`config.mk`:
```
export PLATFORM = sky130hd
export DESIGN_NAME = uart_rx_flat
export DESIGN_NICKNAME = d
export VERILOG_FILES = /design/src/rtl/uart_rx_if.sv /design/src/rtl/uart_rx.sv /design/src/flat_wrapper.sv
export SDC_FILE = /design/constraint.sdc
export NUM_CORES = 1
export LEC_CHECK = 0
export ABC_AREA = 1
export BUFFER_PORTS_ARGS = -buffer_cell sky130_fd_sc_hd__buf_2
export CAP_MARGIN = 20
export CORE_MARGIN = 10
export CORE_UTILIZATION = 59
export CTS_CLUSTER_DIAMETER = 30
export CTS_CLUSTER_SIZE = 25
export DETAILED_ROUTE_END_ITERATION = 8
export PLACE_DENSITY_LB_ADDON = 0.15
export SLEW_MARGIN = 0
export SYNTH_ARGS = -nofsm -noshare
export SYNTH_HDL_FRONTEND = slang
export SYNTH_SLANG_ARGS = --single-unit
```
`constraint.sdc`:
```
create_clock -name CLK -period 2.7 [get_ports CLK]
set_input_delay 0.135 -clock CLK [delete_from_list [all_inputs] [get_ports CLK]]
set_output_delay 0.135 -clock CLK [all_outputs]
set_load 0.03 [all_outputs]
```
`src/rtl/uart_rx_if.sv`:
```
// Serial-in / parallel-out signal bundle for uart_rx.
// slave: receiver side; master: the line driver and byte consumer.
interface uart_rx_if #(
  parameter int unsigned DATAWIDTH  = 8,
  parameter int unsigned PRESCALE_W = 6
) ();
  logic                  RX_IN;
  logic [PRESCALE_W-1:0] PRESCALE;
  logic                  PAR_EN;
  logic                  PAR_TYP;
  logic [DATAWIDTH-1:0]  P_DATA;
  logic                  DATA_VALID;
  logic                  PAR_ERR;
  logic                  STP_ERR;
  logic                  BUSY;

  modport slave (
    input  RX_IN, PRESCALE, PAR_EN, PAR_TYP,
    output P_DATA, DATA_VALID, PAR_ERR, STP_ERR, BUSY
  );

  modport master (
    output RX_IN, PRESCALE, PAR_EN, PAR_TYP,
    input  P_DATA, DATA_VALID, PAR_ERR, STP_ERR, BUSY
  );
endinterface

```
`src/rtl/uart_rx.sv`:
```
// Oversampling UART receiver with 3-sample majority vote per bit.
// Define UART_RX_SYNC_EN to put a 2-flop synchronizer on RX_IN.
module uart_rx #(
  parameter int unsigned DATAWIDTH  = 8,
  parameter int unsigned PRESCALE_W = 6
) (
  input logic      CLK,
  input logic      RST,
  uart_rx_if.slave rx_bus
);
  localparam int unsigned BitCntW = (DATAWIDTH > 1) ? $clog2(DATAWIDTH) : 1;
  localparam logic [PRESCALE_W-1:0] One = PRESCALE_W'(1);

  typedef enum logic [2:0] {StIdle, StStart, StData, StParity, StStop} state_e;

  state_e                state_q, state_d;
  logic [PRESCALE_W-1:0] edge_cnt_q, edge_cnt_d;
  logic [PRESCALE_W-1:0] psc_q, psc_d;
  logic [BitCntW-1:0]    bit_cnt_q, bit_cnt_d;
  logic                  par_en_q, par_en_d;
  logic                  par_typ_q, par_typ_d;
  logic [1:0]            samp_q, samp_d;
  logic                  bit_q, bit_d;
  logic [DATAWIDTH-1:0]  shift_q, shift_d;
  logic                  par_err_q, par_err_d;
  logic [DATAWIDTH-1:0]  p_data_q, p_data_d;
  logic                  dv_q, dv_d;
  logic                  pe_q, pe_d;
  logic                  se_q, se_d;

  logic                  rx;
  logic [PRESCALE_W-1:0] half;
  logic                  last_edge;
  logic                  maj;

`ifdef UART_RX_SYNC_EN
  logic [1:0] sync_q;

  always_ff @(posedge CLK or posedge RST) begin
    if (RST) sync_q <= 2'b11;
    else     sync_q <= {sync_q[0], rx_bus.RX_IN};
  end

  assign rx = sync_q[1];
`else
  assign rx = rx_bus.RX_IN;
`endif

  assign half      = {1'b0, psc_q[PRESCALE_W-1:1]};
  assign last_edge = (edge_cnt_q == psc_q - One);
  // Third sample is taken live, so the vote is usable in the H+1 cycle itself.
  assign maj       = (samp_q[0] & samp_q[1]) | (samp_q[0] & rx) | (samp_q[1] & rx);

  always_comb begin
    state_d    = state_q;
    edge_cnt_d = edge_cnt_q;
    psc_d      = psc_q;
    bit_cnt_d  = bit_cnt_q;
    par_en_d   = par_en_q;
    par_typ_d  = par_typ_q;
    samp_d     = samp_q;
    bit_d      = bit_q;
    shift_d    = shift_q;
    par_err_d  = par_err_q;
    p_data_d   = p_data_q;
    dv_d       = 1'b0;
    pe_d       = 1'b0;
    se_d       = 1'b0;

    if (state_q != StIdle) begin
      edge_cnt_d = last_edge ? '0 : edge_cnt_q + One;
      if (edge_cnt_q == half - One) samp_d[0] = rx;
      if (edge_cnt_q == half)       samp_d[1] = rx;
      if (edge_cnt_q == half + One) bit_d     = maj;
    end

    unique case (state_q)
      StIdle: begin
        edge_cnt_d = '0;
        bit_cnt_d  = '0;
        if (!rx) begin
          state_d   = StStart;
          psc_d     = rx_bus.PRESCALE;
          par_en_d  = rx_bus.PAR_EN;
          par_typ_d = rx_bus.PAR_TYP;
          par_err_d = 1'b0;
        end
      end
      StStart: begin
        if (last_edge) state_d = bit_q ? StIdle : StData;
      end
      StData: begin
        if (last_edge) begin
          shift_d   = {bit_q, shift_q[DATAWIDTH-1:1]};
          bit_cnt_d = bit_cnt_q + 1'b1;
          if (bit_cnt_q == BitCntW'(DATAWIDTH - 1)) begin
            bit_cnt_d = '0;
            state_d   = par_en_q ? StParity : StStop;
          end
        end
      end
      StParity: begin
        if (last_edge) begin
          par_err_d = (bit_q != (^shift_q ^ par_typ_q));
          state_d   = StStop;
        end
      end
      StStop: begin
        // Decide early so a start bit directly after the stop bit is caught.
        if (edge_cnt_q == half + One) begin
          se_d       = ~maj;
          pe_d       = par_err_q;
          if (maj && !par_err_q) begin
            p_data_d = shift_q;
            dv_d     = 1'b1;
          end
          edge_cnt_d = '0;
          state_d    = StIdle;
        end
      end
      default: state_d = StIdle;
    endcase
  end

  always_ff @(posedge CLK or posedge RST) begin
    if (RST) begin
      state_q    <= StIdle;
      edge_cnt_q <= '0;
      psc_q      <= '0;
      bit_cnt_q  <= '0;
      par_en_q   <= 1'b0;
      par_typ_q  <= 1'b0;
      samp_q     <= '0;
      bit_q      <= 1'b0;
      shift_q    <= '0;
      par_err_q  <= 1'b0;
      p_data_q   <= '0;
      dv_q       <= 1'b0;
      pe_q       <= 1'b0;
      se_q       <= 1'b0;
    end else begin
      state_q    <= state_d;
      edge_cnt_q <= edge_cnt_d;
      psc_q      <= psc_d;
      bit_cnt_q  <= bit_cnt_d;
      par_en_q   <= par_en_d;
      par_typ_q  <= par_typ_d;
      samp_q     <= samp_d;
      bit_q      <= bit_d;
      shift_q    <= shift_d;
      par_err_q  <= par_err_d;
      p_data_q   <= p_data_d;
      dv_q       <= dv_d;
      pe_q       <= pe_d;
      se_q       <= se_d;
    end
  end

  assign rx_bus.P_DATA     = p_data_q;
  assign rx_bus.DATA_VALID = dv_q;
  assign rx_bus.PAR_ERR    = pe_q;
  assign rx_bus.STP_ERR    = se_q;
  assign rx_bus.BUSY       = (state_q != StIdle);
endmodule

```
`src/flat_wrapper.sv`:
```
// flat-port wrapper written by rule: the top's interface ports become plain ports
module uart_rx_flat 
#(
  parameter int unsigned DATAWIDTH  = 8,
  parameter int unsigned PRESCALE_W = 6
)
  (CLK, RST, rx_bus_RX_IN, rx_bus_PRESCALE, rx_bus_PAR_EN, rx_bus_PAR_TYP, rx_bus_P_DATA, rx_bus_DATA_VALID, rx_bus_PAR_ERR, rx_bus_STP_ERR, rx_bus_BUSY);
  uart_rx_if #(.DATAWIDTH(DATAWIDTH), .PRESCALE_W(PRESCALE_W)) rx_bus_i ();
  input logic CLK;
  input logic RST;
  input wire logic [$bits(rx_bus_i.RX_IN)-1:0] rx_bus_RX_IN;
  input wire logic [$bits(rx_bus_i.PRESCALE)-1:0] rx_bus_PRESCALE;
  input wire logic [$bits(rx_bus_i.PAR_EN)-1:0] rx_bus_PAR_EN;
  input wire logic [$bits(rx_bus_i.PAR_TYP)-1:0] rx_bus_PAR_TYP;
  output wire logic [$bits(rx_bus_i.P_DATA)-1:0] rx_bus_P_DATA;
  output wire logic [$bits(rx_bus_i.DATA_VALID)-1:0] rx_bus_DATA_VALID;
  output wire logic [$bits(rx_bus_i.PAR_ERR)-1:0] rx_bus_PAR_ERR;
  output wire logic [$bits(rx_bus_i.STP_ERR)-1:0] rx_bus_STP_ERR;
  output wire logic [$bits(rx_bus_i.BUSY)-1:0] rx_bus_BUSY;
  assign rx_bus_i.RX_IN = rx_bus_RX_IN;
  assign rx_bus_i.PRESCALE = rx_bus_PRESCALE;
  assign rx_bus_i.PAR_EN = rx_bus_PAR_EN;
  assign rx_bus_i.PAR_TYP = rx_bus_PAR_TYP;
  assign rx_bus_P_DATA = rx_bus_i.P_DATA;
  assign rx_bus_DATA_VALID = rx_bus_i.DATA_VALID;
  assign rx_bus_PAR_ERR = rx_bus_i.PAR_ERR;
  assign rx_bus_STP_ERR = rx_bus_i.STP_ERR;
  assign rx_bus_BUSY = rx_bus_i.BUSY;
  uart_rx #(.DATAWIDTH(DATAWIDTH), .PRESCALE_W(PRESCALE_W)) u_core (.CLK(CLK), .RST(RST), .rx_bus(rx_bus_i));
endmodule
```
==> results of run 1 <==
==> flip-flops by register name, indices dropped and copies added, names as in the netlist, 2 cells and up <==
register              cells
u_core.psc_q              6
u_core.bit_cnt_q          3
u_core.state_q            3
u_core.rx_bus.P_DATA      8
u_core.samp_q             2
u_core.edge_cnt_q         6
u_core.shift_q            8
==> how the worst min path moves through the flow <==
stage	start	endpoint	slack [ns]
2_1_floorplan	rx_bus_PAR_EN	u_core.par_en_q	0.29
3_3_place_gp	RST	u_core.rx_bus.P_DATA[3]	0.28
3_5_place_dp	RST	u_core.rx_bus.P_DATA[3]	0.28
4_1_cts	rx_bus_PAR_EN	u_core.par_en_q	0.06
5_1_grt	rx_bus_PAR_EN	u_core.par_en_q	0.06
6_report	rx_bus_PAR_EN	u_core.par_en_q	0.06
==> power breakdown <==
part	total (mW)	internal [mW]	switching, mW
logic	1.17	0.406	0.768
registers	0.929	0.767	0.162
clock network	0.595	0.370	0.225
==> cell families after synthesis <==
group	count (synthesis)	synth area share [%]
multiplexers	2	0.886
XOR/XNOR	19	6.55
buffers and inverters	52	8.66
AO/OA/AOI/OAI	33	7.87
AND/OR/NAND/NOR	174	29.9
flip-flops	43	42.3
adder cells (fa/ha/maj)	8	3.84
==> area by class of cell <==
type | instances | area, µm² | area share [%]
multi-input combinational | 236 | 1250 | 44.0
sequential | 43 | 1080 | 38.0
inverter | 45 | 169 | 5.96
timing repair buffer | 25 | 148 | 5.21
clock buffer | 6 | 72.6 | 2.56
tap | 50 | 62.6 | 2.21
clock inverter | 2 | 60.1 | 2.12
==> metal layers <==
layer | GRT usage, % | up-vias
li1 | - | 1080
met1 | 19.3 | 910
met2 | 23.4 | 36
met3 | 4.54 | 12
met4 | 5.54 | 0
met5 | 0 | -
==> repair_timing <==
| item | CTS | global route |
|---|---|---|
| hold buffers | 1 | 0 |
| endpoints found under the setup margin | 0 | 0 |
| hold endpoints to repair | 28 | 0 |
==> metrics by stage <==
step                cells  power [mW]  setup slack (ns)
floorplan             331        1.86             0.895
global placement      397        2.09             0.546
global route          407        2.93             0.340
finish                407        2.70             0.574
CTS                   406        2.71             0.558
detailed placement    397        2.10             0.563
==> worst register-to-register path: cells and delay by family, from the launching register on <==
family / cells / cell delay [ns]
flops: 1 / 0.41
mux: 1 / 0.41
buf+inv: 1 / 0.22
simple gates: 3 / 0.97
==> Yosys cell counts, drive strengths merged <==
cell type / n
nand3: 23
a21oi: 11
o21ai: 21
mux2: 2
nand4: 6
nor2: 36
xnor2: 7
nand2b: 2
ha: 7
inv: 45
nor3: 5
buf: 5
dfrtp: 43
clkbuf: 2
maj3: 1
or2: 1
a32o: 1
xor2: 12
nand3b: 1
nand2: 100
==> results.sh, run 1 <==
export IMPL_antenna_found_initial=0
export IMPL_area_growth_syn_to_layout_pct=11.5
export IMPL_ys_types=28
export IMPL_synth_area_um2=2540
export IMPL_gp_congestion=0.922
export IMPL_rows=23
export IMPL_drv_cap=0
export IMPL_r2r_start="u_core.state_q[0]"
export IMPL_layout_drive_gt1_share_pct=17.1
export IMPL_finish_utilization_pct=69.4
export IMPL_diodes=0
export IMPL_yosys_top_cells_area="dfrtp_1 (42%), nand2_1 (14%), inv_1 (5.3%)"
export IMPL_cts_setup_buffers=0
export IMPL_vias=2038
export IMPL_hold_violations=0
export IMPL_drt_met1_wl_um=2550
export IMPL_cp_end_kind="register"
export IMPL_clkTransAtPathRegs_ns=0.08
export IMPL_cp_startpoint="u_core.state_q[0]"
export IMPL_drt_first_pass_iters=4
export IMPL_final_common_cell="nand2_1"
export IMPL_fin_nets=374
export IMPL_overflow=0
export IMPL_rr_endpoint="u_core.par_typ_q"
export IMPL_grt_max_degree=30
export IMPL_cp_cell_sequence="nor2_1, nand2_1, inv_2, nand2_1, mux2_2"
export IMPL_tightest_slew_ns=0.577
export IMPL_grt_pass1_wl_um=9020
export IMPL_cts_buffers=5
export IMPL_crit_path_max_fanout=15
export IMPL_endpoint="u_core.par_typ_q"
export IMPL_placed_area_um2=2670
export IMPL_dieArea_um2=7340
export IMPL_met2WireLength_um=2250
export IMPL_drt_total_wl_um=5190
export IMPL_drc=0
export IMPL_die_x_um=85.6
export IMPL_powerDensity_nw_per_um2=952
export IMPL_cts_tree="built"
export IMPL_fill_cells=342
export IMPL_crit_path_start_kind="register"
export IMPL_yosysSeqAreaShare_pct=42.3
export IMPL_cp_num_buf_inv=1
export IMPL_synth_top_area_share_pct=42.3
export IMPL_crit_type="reg -> reg"
export IMPL_cp_slowest_cell="dfrtp_1"
export IMPL_detail_route_antenna_nets=0
export IMPL_first_global_vias=1961
export IMPL_clockBufferDepth=2
export IMPL_die_height_um=85.6
export IMPL_rsz0062_at_grt="false"
export IMPL_setup_violations=0
export IMPL_start_util_pct=62.2
export IMPL_stdcell_area_um2=2830
export IMPL_setup_tns_ns=0
export IMPL_layout_common_cells="nand2_1 (95), dfrtp_1 (43), inv_1 (35), nor2_1 (34), buf_2 (22)"
export IMPL_insertion_delay_ns=0.30
export IMPL_holdWs_ns=0.0599
export IMPL_slowest_delay_ns=0.41
export IMPL_hold_path_class="in -> reg"
export IMPL_port_buffers=22
export IMPL_top_layer_used="met4"
export IMPL_max_freq_mhz=470
export IMPL_arrival_ns=2.32
export IMPL_cp_depth=5
export IMPL_power_leakage_nw=1.48
export IMPL_final_setup_skew_ns=0.00760
export IMPL_grtUsageTotal_pct=15.1
export IMPL_wl_met3_um=308
export IMPL_root_buffer="clkbuf_8"
export IMPL_reg2reg_depth=5
export IMPL_worst_path_most_repeated_cell="nand2_1"
export IMPL_core_um2=4090
export IMPL_crit_family="simple AND/OR/NAND/NOR gates"
export IMPL_ys_ff_latch=43
export IMPL_vdd_drop_max_uv=719
export IMPL_relSlewSlack_pct=61.5
export IMPL_dr_first_iter_drc_count=143
export IMPL_hpwl_um=3900
export IMPL_io_pins=23
export IMPL_syn_instance_count=331
export IMPL_cts_htree_levels=2
export IMPL_cts_resized=0
export IMPL_required_ns=2.89
export IMPL_ff2ff_setup_slack_ns=0.57
export IMPL_whs_path_depth=2
export IMPL_fin_crit_ns=2.13
export IMPL_ys_warn_count=0
export IMPL_status="finished clean"
export IMPL_maxSlewViolCount=0
export IMPL_cts_sinks=43
export IMPL_synth_nets=349
export IMPL_post_route_period_util_pct=78.8
export IMPL_synth_area_per_cell_um2=7.68
export IMPL_vias_per_cell=5.01
export IMPL_synth_top_area_cell="dfrtp_1"
export IMPL_wl_per_cell_um=12.8
(Power assumes the default switching activity.)
==> run 2, diff against run 1 <==
Settings changed: CORE_UTILIZATION 59 to 53.
Clock period 2.7 ns to 1.9 ns, I/O delays scaled along.
==> run 2 against run 1 <==
The run now ends with negative setup slack left. Via count rose by 8.2%. Cell count rose by 5.9%. Power rose by 56%. Sequential cell count did not move. Register-to-register slack got worse by 0.61 ns. Critical path depth rose by 9. Largest power group unchanged.
==> results.sh, run 2 (same netlist as run 1, synthesis figures left out) <==
export IMPL_status="finished, violations left"
export IMPL_violations="negative setup slack"
export IMPL_final_common_cell="nand2_1"
export IMPL_layout_common_cells="nand2_1 (75), dfrtp_1 (43), inv_1 (34), nor2_1 (28), buf_2 (22)"
export IMPL_final_setup_skew_ns=0.0143
export IMPL_sequentialPowerShare_pct=31.0
export IMPL_hpwl_um=4070
export IMPL_powerDensity_nw_per_um2=1310
export IMPL_clkTransAtPathRegs_ns=0.09
export IMPL_reg2reg_depth=14
export IMPL_switching_share_pct=44.7
export IMPL_grtUsageTotal_pct=15.1
export IMPL_diodes=0
export IMPL_holdCritStartpoint="rx_bus_PAR_EN"
export IMPL_die_height_um=89.3
export IMPL_maxSlewViolCount=0
export IMPL_grt_pass1_wl_um=9490
export IMPL_cp_end_kind="register"
export IMPL_finish_utilization_pct=68.5
export IMPL_worst_path_most_repeated_cell="nand2_1"
export IMPL_finalPower_mw=4.21
export IMPL_r2r_start="u_core.psc_q[1]"
export IMPL_fill_cells=380
export IMPL_cp_slowest_cell="dfrtp_1"
export IMPL_cp_startpoint="u_core.psc_q[1]"
export IMPL_crit_path_max_fanout=10
export IMPL_overflow=0
export IMPL_drv_cap=0
export IMPL_drc=0
export IMPL_drt_total_wl_um=5850
export IMPL_cts_tree="built"
export IMPL_intPower_mw=2.33
export IMPL_vias_per_cell=5.12
export IMPL_insertion_delay_ns=0.30
export IMPL_root_buffer="clkbuf_8"
export IMPL_rr_endpoint="u_core.bit_cnt_q[0]"
export IMPL_cts_sinks=43
export IMPL_post_route_period_util_pct=102
export IMPL_power_leakage_nw=1.65
export IMPL_die_x_um=89.3
export IMPL_area_growth_syn_to_layout_pct=26.3
export IMPL_ff2ff_setup_slack_ns=-0.04
export IMPL_start_util_pct=54.2
export IMPL_cts_htree_levels=2
export IMPL_layout_drive_gt1_share_pct=31.3
export IMPL_crit_family="simple AND/OR/NAND/NOR gates"
export IMPL_setup_slack_ns=-0.0356
export IMPL_seqCellArea_um2=1080
export IMPL_first_global_vias=2090
export IMPL_drt_first_pass_iters=4
export IMPL_fin_nets=394
export IMPL_gp_congestion=0.897
export IMPL_max_freq_mhz=517
export IMPL_whs_path_depth=2
export IMPL_hold_violations=0
export IMPL_dieArea_um2=7970
export IMPL_p_sw_mw=1.88
export IMPL_relSlewSlack_pct=63.4
export IMPL_rows=25
export IMPL_multi_input_area_um2=1460
export IMPL_slowest_delay_ns=0.40
export IMPL_core_um2=4690
export IMPL_io_pins=23
export IMPL_port_buffers=22
export IMPL_clockBufferDepth=2
export IMPL_fin_crit_ns=1.94
export IMPL_min_to="u_core.par_en_q"
export IMPL_antenna_found_initial=0
export IMPL_cts_buffers=5
export IMPL_detail_route_antenna_nets=0
export IMPL_crit_path_start_kind="register"
export IMPL_vias=2205
export IMPL_p_comb_share_pct=51.9
export IMPL_arrival_ns=2.13
export IMPL_clockPowerShare_pct=17.1
export IMPL_cp_num_buf_inv=4
export IMPL_vdd_drop_max_uv=840
export IMPL_setup_violations=10
export IMPL_crit_type="reg -> reg"
export IMPL_dr_first_iter_drc_count=95
export IMPL_required_ns=2.09
export IMPL_rsz0062_at_grt="true"
export IMPL_tightest_slew_ns=0.549
export IMPL_wl_per_cell_um=13.6
export IMPL_cp_cell_sequence="inv_2, ha_4, inv_1, nand2_1, nand2_1, nor2_1, nand2_1, nor2_2, inv_2, nor2_4, nand3_4, clkbuf_16, nand3_1, nand2_1"
export IMPL_hold_path_class="in -> reg"
export IMPL_grt_max_degree=44
==> run 2: cell type report <==
class,instances,area share (%)
multi-input cells,237,45.3
flip-flops and latches,43,33.5
repair buffers,44,10.1
inverters,45,5.41
clock buffers,5,2.14
well taps,54,2.10
clock inverters,3,1.36
==> run 2: worst max-delay path by stage <==
stage,endpoint,cells past startpoint,slack [ns]
final,u_core.bit_cnt_q[0],14,-0.04
after global routing,u_core.shift_q[7],14,-0.12
after CTS,u_core.edge_cnt_q[5],13,-0.03
after detailed placement,u_core.rx_bus.P_DATA[5],13,-0.04
after global placement,u_core.rx_bus.P_DATA[2],13,-0.03
after floorplan,u_core.rx_bus.P_DATA[1],14,0.1
==> run 2: timing repair <==
action / 4_1_cts / 5_1_grt
endpoints found under the setup margin: 17 / 30
resized for setup: 4 / 50
hold endpoints to repair: 43 / 0
gates cloned: 1 / 2
hold buffers: 1 / 0
setup buffers: 0 / 6
pin swaps: 0 / 7
==> run 2: power by group through the flow <==
stage | Clock (mW) | Combinational (mW) | Sequential [mW]
after global placement | 0 | 1.79 | 1.31
final | 0.718 | 2.18 | 1.31
after global routing | 0.775 | 2.45 | 1.33
after floorplan | 0 | 1.39 | 1.25
after detailed placement | 0 | 1.81 | 1.31
after CTS | 0.734 | 1.87 | 1.30
==> run 2: worst reg2reg max path, cell delays in order, from the launching register on <==
cell and delay (ns):
dfrtp_1 0.40, inv_2 0.10, ha_4 0.28, inv_1 0.03
nand2_1 0.06, nand2_1 0.04, nor2_1 0.08, nand2_1 0.06
nor2_2 0.14, inv_2 0.06, nor2_4 0.13, nand3_4 0.13
clkbuf_16 0.21, nand3_1 0.06, nand2_1 0.05
==> run 2: layer usage <==
| metal | vias up | global-route usage, % | part of all wire [%] | routed length [µm] |
|---|---|---|---|---|
| met1 | 1029 | 20.4 | 49 | 2850 |
| li1 | 1130 | - | - | - |
| met3 | 7 | 2.73 | 4.2 | 245 |
| met5 | - | 0 | 0 | 0 |
| met2 | 39 | 23.8 | 46 | 2710 |
| met4 | 0 | 4.62 | 0.97 | 57 |
==> run 2: stage by stage <==
step                std cells  cell area [µm²]  hold slack (ns)  setup TNS (ns)  setup slack, ns
floorplan                 331             2540            0.246               0           0.0950
finish                    431             3210           0.0306          -0.201          -0.0356
CTS                       423             2930           0.0293          -0.175          -0.0311
global placement          413             2780            0.258          -0.183          -0.0320
detailed placement        413             2780            0.258          -0.232          -0.0445
global route              431             3210           0.0372           -2.09           -0.116
